File: src/rtl/fx2_adc_streamer.sv
// -----------------------------------------------------------------------------
// fx2_adc_streamer
//
// Captures a parallel ADC bus every clock, decimates it by a programmable
// divider, buffers the decimated samples in a small FIFO and writes them to
// a Cypress FX2 slave FIFO (synchronous write mode, IFCLK domain).
//
// Optional feature macro: FX2_ADC_PKTEND_EN
//   defined   -> after a flush drains the FIFO, a 1-cycle PKTENDN strobe
//                commits the short packet, but only if at least one word
//                was written since the last strobe or reset.
//   undefined -> no PKTEND state; PKTENDN is tied high.
//
// Parameters
//   ADC_W      ADC sample width (1..FD_W)
//   FD_W       FX2 FD bus width (8 or 16)
//   FIFO_DEPTH buffer depth in words (power of two, 4..256)
//   DIV_W      width of the decimation divider input
//
// Ports
//   CLK       in   48 MHz IFCLK, rising edge
//   RST       in   asynchronous active-high reset
//   EN        in   streaming enable
//   DIV       in   sample period in CLK cycles (0 and 1 mean every cycle)
//   ADC_DATA  in   ADC sample bus
//   FULLN     in   FX2 endpoint full flag, active-low
//   FD        out  FX2 data bus (registered, holds when idle)
//   SLWRN     out  FX2 write strobe, active-low (registered)
//   PKTENDN   out  FX2 packet-end strobe, active-low (registered)
//   LEVEL     out  FIFO occupancy
//   OVF_CNT   out  saturating count of samples dropped on a full FIFO
// -----------------------------------------------------------------------------
module fx2_adc_streamer #(
    parameter int ADC_W      = 8,
    parameter int FD_W       = 8,
    parameter int FIFO_DEPTH = 16,
    parameter int DIV_W      = 26
) (
    input  logic                          CLK,
    input  logic                          RST,
    input  logic                          EN,
    input  logic [DIV_W-1:0]              DIV,
    input  logic [ADC_W-1:0]              ADC_DATA,
    input  logic                          FULLN,
    output logic [FD_W-1:0]               FD,
    output logic                          SLWRN,
    output logic                          PKTENDN,
    output logic [$clog2(FIFO_DEPTH):0]   LEVEL,
    output logic [15:0]                   OVF_CNT
);

    localparam int AW = $clog2(FIFO_DEPTH);
    localparam int LW = AW + 1;

`ifdef FX2_ADC_PKTEND_EN
    typedef enum logic [1:0] {S_IDLE, S_STREAM, S_FLUSH, S_PKTEND} state_t;
`else
    typedef enum logic [1:0] {S_IDLE, S_STREAM, S_FLUSH} state_t;
`endif

    state_t state, state_next;

    logic [ADC_W-1:0] sample_p1;
    logic [FD_W-1:0]  mem [FIFO_DEPTH];
    logic [AW-1:0]    wr_ptr, rd_ptr;
    logic [LW-1:0]    level;
    logic [15:0]      ovf;
    logic [DIV_W-1:0] cnt, div_lat;

    logic run, last, tick, full, push_ok, drop, pop;
    logic [FD_W-1:0] push_word;

    function automatic logic [15:0] sat_inc(input logic [15:0] v);
        return (v == 16'hFFFF) ? v : v + 16'd1;
    endfunction

    // ---- stage p1: raw ADC capture, every cycle ----
    always_ff @(posedge CLK) begin
        sample_p1 <= ADC_DATA;
    end

    // MSB-align the sample on the FD bus, zero-filling the LSBs.
    assign push_word = FD_W'(sample_p1) << (FD_W - ADC_W);

    // The divider only runs while streaming with EN high, so an EN pulse
    // seen during FLUSH/PKTEND cannot produce ticks.
    assign run  = (state == S_STREAM) && EN;
    // div_lat holds the period in force; DIV is re-sampled only at a wrap
    // (or while the counter is parked), so mid-period DIV changes wait.
    assign last = (div_lat <= DIV_W'(1)) || (cnt >= div_lat - DIV_W'(1));
    assign tick = run && (cnt == '0);

    assign full    = (level == LW'(FIFO_DEPTH));
    assign push_ok = tick && !full;
    assign drop    = tick && full;
    // Pop decision uses the pre-push level: no same-cycle bypass.
    assign pop     = ((state == S_STREAM) || (state == S_FLUSH)) &&
                     (level != '0) && FULLN;

    always_ff @(posedge CLK or posedge RST) begin
        if (RST) begin
            cnt     <= '0;
            div_lat <= '0;
        end else if (!run || last) begin
            cnt     <= '0;
            div_lat <= DIV;
        end else begin
            cnt     <= cnt + DIV_W'(1);
        end
    end

    always_ff @(posedge CLK) begin
        if (push_ok) begin
            mem[wr_ptr] <= push_word;
        end
    end

    always_comb begin
        state_next = state;
        unique case (state)
            S_IDLE:   if (EN)  state_next = S_STREAM;
            S_STREAM: if (!EN) state_next = S_FLUSH;
`ifdef FX2_ADC_PKTEND_EN
            S_FLUSH:  if (level == '0) state_next = S_PKTEND;
            S_PKTEND: state_next = S_IDLE;
`else
            S_FLUSH:  if (level == '0) state_next = S_IDLE;
`endif
            default:  state_next = S_IDLE;
        endcase
    end

    // ---- stage p2: FIFO bookkeeping and FX2 write port ----
    always_ff @(posedge CLK or posedge RST) begin
        if (RST) begin
            state  <= S_IDLE;
            wr_ptr <= '0;
            rd_ptr <= '0;
            level  <= '0;
            ovf    <= '0;
            FD     <= '0;
            SLWRN  <= 1'b1;
        end else begin
            state <= state_next;
            SLWRN <= ~pop;
            if (push_ok) wr_ptr <= wr_ptr + AW'(1);
            if (pop) begin
                rd_ptr <= rd_ptr + AW'(1);
                FD     <= mem[rd_ptr];
            end
            if (drop) ovf <= sat_inc(ovf);
            unique case ({push_ok, pop})
                2'b10:   level <= level + LW'(1);
                2'b01:   level <= level - LW'(1);
                default: level <= level;
            endcase
        end
    end

`ifdef FX2_ADC_PKTEND_EN
    logic written, pkt_fire;

    // Strobe is registered on entry to PKTEND so it coincides with that state.
    assign pkt_fire = (state_next == S_PKTEND) && written;

    always_ff @(posedge CLK or posedge RST) begin
        if (RST) begin
            written <= 1'b0;
            PKTENDN <= 1'b1;
        end else begin
            PKTENDN <= ~pkt_fire;
            if (pkt_fire)  written <= 1'b0;
            else if (pop)  written <= 1'b1;
        end
    end
`else
    assign PKTENDN = 1'b1;
`endif

    assign LEVEL   = level;
    assign OVF_CNT = ovf;

endmodule

File: config.mk
export PLATFORM = sky130hd
export DESIGN_NAME = fx2_adc_streamer
export DESIGN_NICKNAME = d
export VERILOG_FILES = /design/src/rtl/fx2_adc_streamer.sv
export SDC_FILE = /design/constraint.sdc
export NUM_CORES = 1
export LEC_CHECK = 0
export CAP_MARGIN = 0
export CORE_ASPECT_RATIO = 0.7
export CORE_MARGIN = 2
export CORE_UTILIZATION = 59
export DETAILED_ROUTE_END_ITERATION = 10
export PLACE_DENSITY = 0.91
export SYNTH_ARGS = -nofsm -noshare
export SYNTH_HDL_FRONTEND = slang
export SYNTH_SLANG_ARGS = --single-unit
File: constraint.sdc
create_clock -name CLK -period 5 [get_ports CLK]
set_clock_uncertainty 0.15 [all_clocks]
set_input_delay 1.25 -clock CLK [delete_from_list [all_inputs] [get_ports CLK]]
set_output_delay 1.25 -clock CLK [all_outputs]
set_load 0.05 [all_outputs]
## After elaboration in Yosys (flattened, before gate mapping)

Memory sizes are Yosys's and may differ from the RTL's. A register that Yosys moved wholly into a read port is not among the register bits.
Index checks and enable logic that the tools add are counted.
Widths: inputs -> output; s select.

| word-level totals | value |
|---|---|
| register bits | 92 |
| bits in latches | 0 |
| bits in writable memories | 128 |
| ROM bits | 0 |
| input bits | 38 |
| output and inout port bits | 31 |
| logic and storage cells | 56 |
| memories kept | 1 |

| cells by class | value |
|---|---|
| add/subtract/negate cells | 7 |
| $mul | 0 |
| divide/modulo/power cells | 0 |
| $lt $le $gt $ge | 2 |
| equal/unequal tests | 9 |
| shift operators | 0 |
| muxes and demuxes | 8 |
| bitwise logic cells | 2 |
| reduce and logical (&&, ||, !) cells | 18 |

Memories:

| name | words | width | read ports | clocked after memory_dff | wr ports | RTL line | RTL |
|---|---|---|---|---|---|---|---|
| mem | 16 | 8 | 1 | 1 | 1 | 64 | `logic [FD_W-1:0] mem [FIFO_DEPTH];` |

Operators by type and width:

| operator | count |
|---|---|
| $add 26x1->26 const B | 1 |
| $ge 26x26->1 | 1 |
| $le 26x1->1 const B | 1 |
| $logic_not 26->1 | 1 |
| $mux 26 | 1 |
| $sub 26x1->26 const B | 1 |
| $add 16x1->16 const B | 1 |
| $eq 16x16->1 const B | 1 |
| $pmux 5 s2 | 1 |
| $add 4x1->4 const B | 2 |
| $logic_and 1x1->1 | 6 |
| $mux 2 | 3 |
| $pmux 2 s3 | 1 |
| $add 5x1->5 const B | 1 |
| $eq 5x5->1 const B | 1 |
| $logic_not 5->1 | 1 |
| $reduce_bool 5->1 | 1 |
| $sub 5x1->5 const B | 1 |
| $eq 2x1->1 const B | 2 |
| $eq 2x2->1 const B | 2 |
| $ne 2x2->1 const B | 2 |
| $logic_or 1x1->1 | 3 |
| $reduce_and 3->1 | 1 |
| $logic_not 1->1 | 2 |
| 6 further kinds | 8 |

## Logic depth before layout (Yosys ltp)

Gate-level depths: netlist of run 1.

| depth | value |
|---|---|
| depth after elaboration | 6 |
| mapped depth | 17 |
| depth with buffers taken out | 16 |

## Worst setup path after synthesis of run 1

OpenSTA, ideal clock, no wires.

| timing path | value |
|---|---|
| path kind | reg-to-reg |
| from | reg div_lat[2] |
| to | reg div_lat[6] |
| library setup time | 0.125 ns |
| arrival | 3.599 ns |
| required time | 4.725 ns |
| slack | 1.126 ns |
| cell stages (with the launch flop) | 15 |
| path buffers | 2 |
| period minus slack after synthesis | 3.874 ns |
| path through | dfrtp_1 -> nor4_2 -> and3_1 -> clkbuf_1 -> nand4b_1 -> or4_1 -> xor2_1 -> ha_1 -> and4_1 -> nand4_1 -> nor4_1 -> nor4b_1 -> o221ai_2 -> buf_2 -> mux2_2 |

| on the way | value |
|---|---|
| cells in the longest elaborated chain, start to end | 4 |
| elaborated cells between the ends (all ways) | 5 |
| those cells by class | 1 x add/sub; 2 x order compare; 2 x reduce/logical |

Ends and longest elaborated chain:

| item | RTL line | RTL |
|---|---|---|
| start: declaration | 68 | `logic [DIV_W-1:0] cnt, div_lat;` |
| start signal: assignment | 103 | `div_lat <= '0;` |
| start signal: assignment | 106 | `div_lat <= DIV;` |
| $sub 26x1->26 | 90 | `assign last = (div_lat <= DIV_W'(1)) \|\| (cnt >= div_lat - DIV_W'(1));` |
| $ge 26x26->1 | 90 |  |
| $logic_or 1x1->1 * | 90 |  |
| $logic_or 1x1->1 * | 104 | `end else if (!run \|\| last) begin` |

Mark *: on every way between the ends. The rest lies on a longest branch, timed or not.
A chain may end at the register's enable or synchronous reset.

## Worst setup path after layout of run 1

| timing path | value |
|---|---|
| from | reg div_lat[9] |
| to | reg cnt[22] |

| on the way | value |
|---|---|
| cells in the longest elaborated chain, start to end | 5 |
| elaborated cells between the ends (all ways) | 6 |
| those cells by class | 1 x add/sub; 2 x order compare; 1 x mux; 2 x reduce/logical |

Ends and longest elaborated chain:

| item | RTL line | RTL |
|---|---|---|
| $sub 26x1->26 | 90 |  |
| $ge 26x26->1 | 90 |  |
| $logic_or 1x1->1 * | 90 |  |
| $logic_or 1x1->1 * | 104 |  |
| $mux 26 * | 104 |  |
| end signal: assignment | 108 | `cnt <= cnt + DIV_W'(1);` |
| end: declaration | 68 |  |

Marks and branches as above.

==> flow_summary.ini, run 1 <==
[run_status]
status = finished clean

[detailed_routing]
drt_wl_total_um = 22100
detail-route-antenna-nets = 0
first_pass_iters = 5
drt_iter0_drc = 593
drcViolationCount = 0
vias_per_cell = 6.03
wl_per_cell_um = 21.3
via_count = 6253

[logic_synthesis]
netlist_area_mm2 = 0.0103
async_flop_share_pct = 40.4
syn-instance-count = 719
ys_ff_latch = 228
synth_xor_area_share_pct = 6.35
yosys.area_share.adder_pct = 5.65
synth_top_family_by_area = multiplexers
ys.flop_type = edfxtp_1
yosys_warnings = 0
synthMuxAreaShare_pct = 11.9
synth_edf_count = 128
synthesis.nets = 803
post_synth.cell_area_avg_um2 = 14.4
synthSimpleGateAreaFrac_pct = 11.2
synth-compound-area-share_pct = 1.75
synth.distinct_cells = 49
yosysSeqAreaShare_pct = 61.1

[sta]
tightest_slew_ns = 0.931
setup_ws_ns = 0.469
rsz0062_at_grt = false
tns_ns = 0
setup_violations = 0
period_share_pct = 90.6
slew_headroom_pct = 37.4
max_freq_ghz = 0.221
period_minus_slack_ns = 4.53
hold_viol = 0
slew_viol_final = 0

[power]
cellPowerDensity_mw_per_mm2 = 476
swShare_pct = 32.8
p_switching_uw = 1850
p_leak_uw = 0.00445
vdd_drop_max_mv = 0.410
pwr-share-clk_pct = 26.5
power_uw = 5630
pwr-share-seq_pct = 43.7
intPower_uw = 3780
p_comb_share_pct = 29.9

[min_path]
hold_class = flip-flop to flip-flop

[placed_design]
dp.cells = 1000
pre_cts_slack_ns = 0.443
dp_hpwl_um = 14800
io_buffers = 67
gp_congestion = 0.862

[die]
pin_count = 69
core_area_mm2 = 0.0171
die-area_mm2 = 0.0186
start_util_pct = 60.3
dieWidth_um = 162
row_count = 40
dieHeight_um = 115

[worst_setup_path]
rr_startpoint = div_lat[9]
required_ns = 5.26
r2r-end = cnt[22]
end_kind = flip-flop
critPathLaunch = div_lat[9]
crit_cells = 14
worstPathCellList = nor4_1, nand2b_1, nor2_1, nand2_1, or3_1, xor2_1, ha_1, and4_1, nand4_1, nor4_1, nor4b_1, o221ai_4, buf_4, nor2_1
crit_buf_inv = 1
cp.arrival_ns = 4.80
crit_family = simple AND/OR/NAND/NOR gates
slowest_stage = o221ai_4
path_class = flip-flop to flip-flop
crit_end = cnt[22]
startpoint_type = flip-flop
r2r_slack_ns = 0.47
max_stage_delay_ns = 0.48
ff2ff_path_depth = 14
crit_fanout = 27

[grt]
grt_max_degree = 72
grt_pass1_wl_um = 35400
overflow = 0
antenna_found_initial = 0
track_usage_pct = 25.2
grt_pass1_vias = 6191

[layout]
syn_to_final_growth_pct = 14.6
drive_gt1_share_pct = 13.6
nNetsFinal = 876
post-route-util_pct = 69.1
n_antenna_cell = 0
instances_no_fill = 1037

[run]
max_cap_viol_count = 0

[clocking]
post_cts.repair.setup_buffers = 0
htree_levels = 1
clkSinkCount = 228
ctsResizeCount = 0
ctsHoldBuffers = 0
clk_latency_ns = 0.51
cts_made_buffers = 21
cts_tree = yes
clkTransAtPathRegs_ns = 0.06
cts_root_buffer = clkbuf_16
clockBufferDepth = 3
[cell type report]
cell class	instances	area [um^2]
Tap cell	231	289
Sequential cell	228	6310
Clock buffer	26	544
Clock inverter	11	78.8
Timing Repair Buffer	73	716
Inverter	20	77.6
Multi-Input combinational cell	448	3810
Fill cell	1150	5290
[layer usage]
| layer | global-route usage (%) | up-vias | part of all wire (%) |
|---|---|---|---|
| li1 | - | 2784 | - |
| met1 | 38.4 | 3069 | 44 |
| met5 | 0 | - | 0 |
| met3 | 5.07 | 54 | 9.3 |
| met4 | 7.55 | 0 | 3.0 |
| met2 | 37.4 | 346 | 44 |
[registers in the layout (all words and copies together) (netlist names)]
register / cells
FD: 8
rd_ptr: 4
cnt: 26
push_word: 8
OVF_CNT: 16
state: 2
LEVEL: 5
SLWRN: 1
div_lat: 26
wr_ptr: 4
mem: 128
[cells by family (layout without fill, tap and decap cells)]
kind of cell	Yosys count	count (layout)
adders and majority gates	46	46
buffers and inverters	43	130
muxes	69	69
AOI/OAI and AO/OA	28	28
xor gates and xnor gates	74	74
and+or+nand+nor	230	230
DFF	228	228
other	1	1
[cells in the mapped netlist (4+ instances only)]
master,count,area share [%]
nand2_1,67,2.4
nor4_1,9,0.55
a21o_1,4,0.29
mux2_2,29,3.2
and2_1,12,0.73
nor3_1,7,0.34
nand4_1,14,0.85
xnor2_1,37,3.1
nor2_1,56,2.0
a21oi_1,9,0.44
and4_1,8,0.68
mux4_2,40,8.7
dfrtp_1,91,22
buf_4,4,0.29
nand2b_1,6,0.36
o21ai_0,7,0.34
ha_1,45,5.5
or4_1,5,0.36
inv_1,20,0.73
edfxtp_1,128,37
xor2_1,36,3.1
clkbuf_1,11,0.40
buf_2,6,0.29
nand3_1,25,1.2
and3_1,6,0.36
dfxtp_1,8,1.6
[power by group through the flow]
stage	Sequential (uW)	Combinational (uW)	Clock, uW
floorplan	2560	1080	0
global placement	2470	1590	0
detailed placement	2490	1660	0
CTS	2460	1680	1510
global route	2500	1820	1580
finish	2460	1680	1490
[stage by stage]
stage          area [um^2]  hold slack [ns]
6_report             11800            0.323
5_1_grt              11800            0.373
4_1_cts              11800            0.331
3_5_place_dp         11200            0.315
3_3_place_gp         11200            0.310
2_1_floorplan        10300            0.318
[worst min path at each step]
stage,from,to,cells after the start
floorplan,cnt[0],cnt[0],1
global placement,FD[6],FD[6],2
detailed placement,FD[6],FD[6],2
CTS,FD[6],FD[6],2
global route,OVF_CNT[13],OVF_CNT[13],1
finish,FD[6],FD[6],2
[worst reg2reg max path, stage by stage, from the launching register on]
cell	delay (ns)
dfrtp_1	0.44
nor4_1	0.46
nand2b_1	0.17
nor2_1	0.13
nand2_1	0.07
or3_1	0.33
xor2_1	0.36
ha_1	0.34
and4_1	0.22
nand4_1	0.16
nor4_1	0.08
nor4b_1	0.46
o221ai_4	0.48
buf_4	0.40
nor2_1	0.20
[cell usage in the layout, fill, tap and decap left out, drive strengths merged, types with 9 or more instances in the layout]
master	count
nand4	15
and2	12
xor2	36
nand3	25
clkdlybuf4s50	67
a21oi	9
dfrtp	91
nor4	10
ha	45
mux4	40
nor2	56
nand2	67
edfxtp	128
mux2	29
clkbuf	26
xnor2	38
inv	21
No activity file was read; power rests on OpenSTA's default activity.
==> run 2: changes to the inputs <==
--- a/config.mk
+++ b/config.mk
@@ -7,7 +7,6 @@
 export LEC_CHECK = 0
 export CAP_MARGIN = 0
 export CORE_ASPECT_RATIO = 0.7
-export CORE_MARGIN = 2
 export CORE_UTILIZATION = 59
 export DETAILED_ROUTE_END_ITERATION = 10
 export PLACE_DENSITY = 0.91
==> run 2 against run 1 <==
Against the previous run:
- highest routed layer unchanged
- register-to-register slack barely moved
- critical path type unchanged
- largest power group unchanged
- count of clock-buffer cells in the layout shrank 1
- global-route usage up 0.13 points
- clock power rose by 5%
- total power is 1.0% higher
==> flow_summary.ini, run 2 (synthesis results as in run 1) <==
[run_status]
status = finished clean

[worst_setup_path]
crit_fanout = 27
max_stage_delay_ns = 0.47
worstPathCellList = nor4_2, and3_1, nand4b_1, or4_1, xor2_1, ha_1, and4_1, nand4_1, nor4_1, nor4b_1, o221ai_4, buf_4, nor2_1
path_class = flip-flop to flip-flop
slowest_stage = o221ai_4
required_ns = 5.28
cp.arrival_ns = 4.80
end_kind = flip-flop
startpoint_type = flip-flop

[layout]
post-route-util_pct = 69.4
syn_to_final_growth_pct = 15.1
n_antenna_cell = 0
final_cell_mix = edfxtp_1, dfrtp_1, nand2_1, clkdlybuf4s50_1, nor2_1
drive_gt1_share_pct = 14.1
top_regs = mem (128), cnt (26), div_lat (26)
largest-register = mem
layout_commonest_cell = edfxtp_1
nNetsFinal = 876
largest_reg_flops = 128

[grt]
track_usage_pct = 25.4
grt_pass1_wl_um = 34800
overflow = 0
antenna_found_initial = 0
grt_pass1_vias = 6190
grt_max_degree = 48

[detailed_routing]
via_count = 6186
drt_wl_total_um = 21700
first_pass_iters = 6
drt_iter0_drc = 540
drcViolationCount = 0
wl_per_cell_um = 20.9
vias_per_cell = 5.96
detail-route-antenna-nets = 0

[clocking]
clkSinkCount = 228
htree_levels = 1
clkTransAtPathRegs_ns = 0.07
ctsResizeCount = 0
clk_latency_ns = 0.50
clockBufferDepth = 3
post_cts.repair.setup_buffers = 0
ctsHoldBuffers = 0
cts_root_buffer = clkbuf_16
cts_made_buffers = 21
cts_tree = yes

[power]
cellPowerDensity_mw_per_mm2 = 479
vdd_drop_max_mv = 0.312
p_leak_uw = 0.00447

[sta]
hold_viol = 0
setup_ws_ns = 0.479
rsz0062_at_grt = false
whs_ns = 0.335
setup_violations = 0
slew_viol_final = 0
tns_ns = 0
tightest_slew_ns = 0.950
slew_headroom_pct = 36.2
period_share_pct = 90.4
period_minus_slack_ns = 4.52
max_freq_ghz = 0.221

[placed_design]
pre_cts_slack_ns = 0.418
io_buffers = 67
dp_hpwl_um = 14700
gp_congestion = 0.896

[die]
die-area_mm2 = 0.0180
core_area_mm2 = 0.0171
dieWidth_um = 160
dieHeight_um = 113
row_count = 40
pin_count = 69
start_util_pct = 60.3

[min_path]
hold_class = flip-flop to flip-flop

[run]
max_cap_viol_count = 0
-- run 2: power breakdown --
group | internal, uW | leakage, uW | switching, uW
combinational | 768 | 0.00175 | 840
clock | 892 | 0.000320 | 679
sequential | 2190 | 0.00240 | 328
total | 3850 | 0.00447 | 1850
-- run 2: cell type report --
type	instances	area [um^2]
clock buffer	25	551
clock inverter	13	118
fill	1154	5240
inverter	20	77.6
multi-input combinational	448	3810
sequential	228	6310
tap	231	289
timing repair buffer	73	716
-- run 2: critical path, delay by kind of cell, from the launching register on --
kind / cells / cell delay, ns
AO/OA/AOI/OAI: 1 / 0.47
XOR/XNOR: 1 / 0.16
adder cells (fa/ha/maj): 1 / 0.32
buffers and inverters: 1 / 0.40
flip-flops: 1 / 0.43
AND/OR/NAND/NOR: 9 / 2.51
-- run 2: worst paths after layout --
path / startpoint / endpoint / slack (ns) / depth (start not counted)
min: FD[1] / FD[1] / 0.33 / 2
max reg2reg: div_lat[2] / cnt[16] / 0.48 / 13
max: div_lat[2] / cnt[16] / 0.48 / 13
min reg2reg: FD[1] / FD[1] / 0.33 / 2
min in group asynchronous: RST / OVF_CNT[14] / 1.02 / 2
max in group asynchronous: RST / SLWRN / 2.91 / 3
-- run 2: layer usage --
layer | share of wire (%) | vias up | track usage (%)
met5 | 0 | - | 0
met1 | 45 | 3048 | 37.8
met3 | 8.0 | 58 | 4.99
met4 | 3.5 | 0 | 8.83
li1 | - | 2794 | -
met2 | 44 | 286 | 37.7
-- run 2: metrics by stage --
step | cell area [um^2] | power [uW] | instances
finish | 11900 | 5690 | 1038
global route | 11900 | 5950 | 1038
CTS | 11900 | 5710 | 1038
detailed placement | 11200 | 4130 | 1000
global placement | 11200 | 4060 | 1000
floorplan | 10300 | 3650 | 719
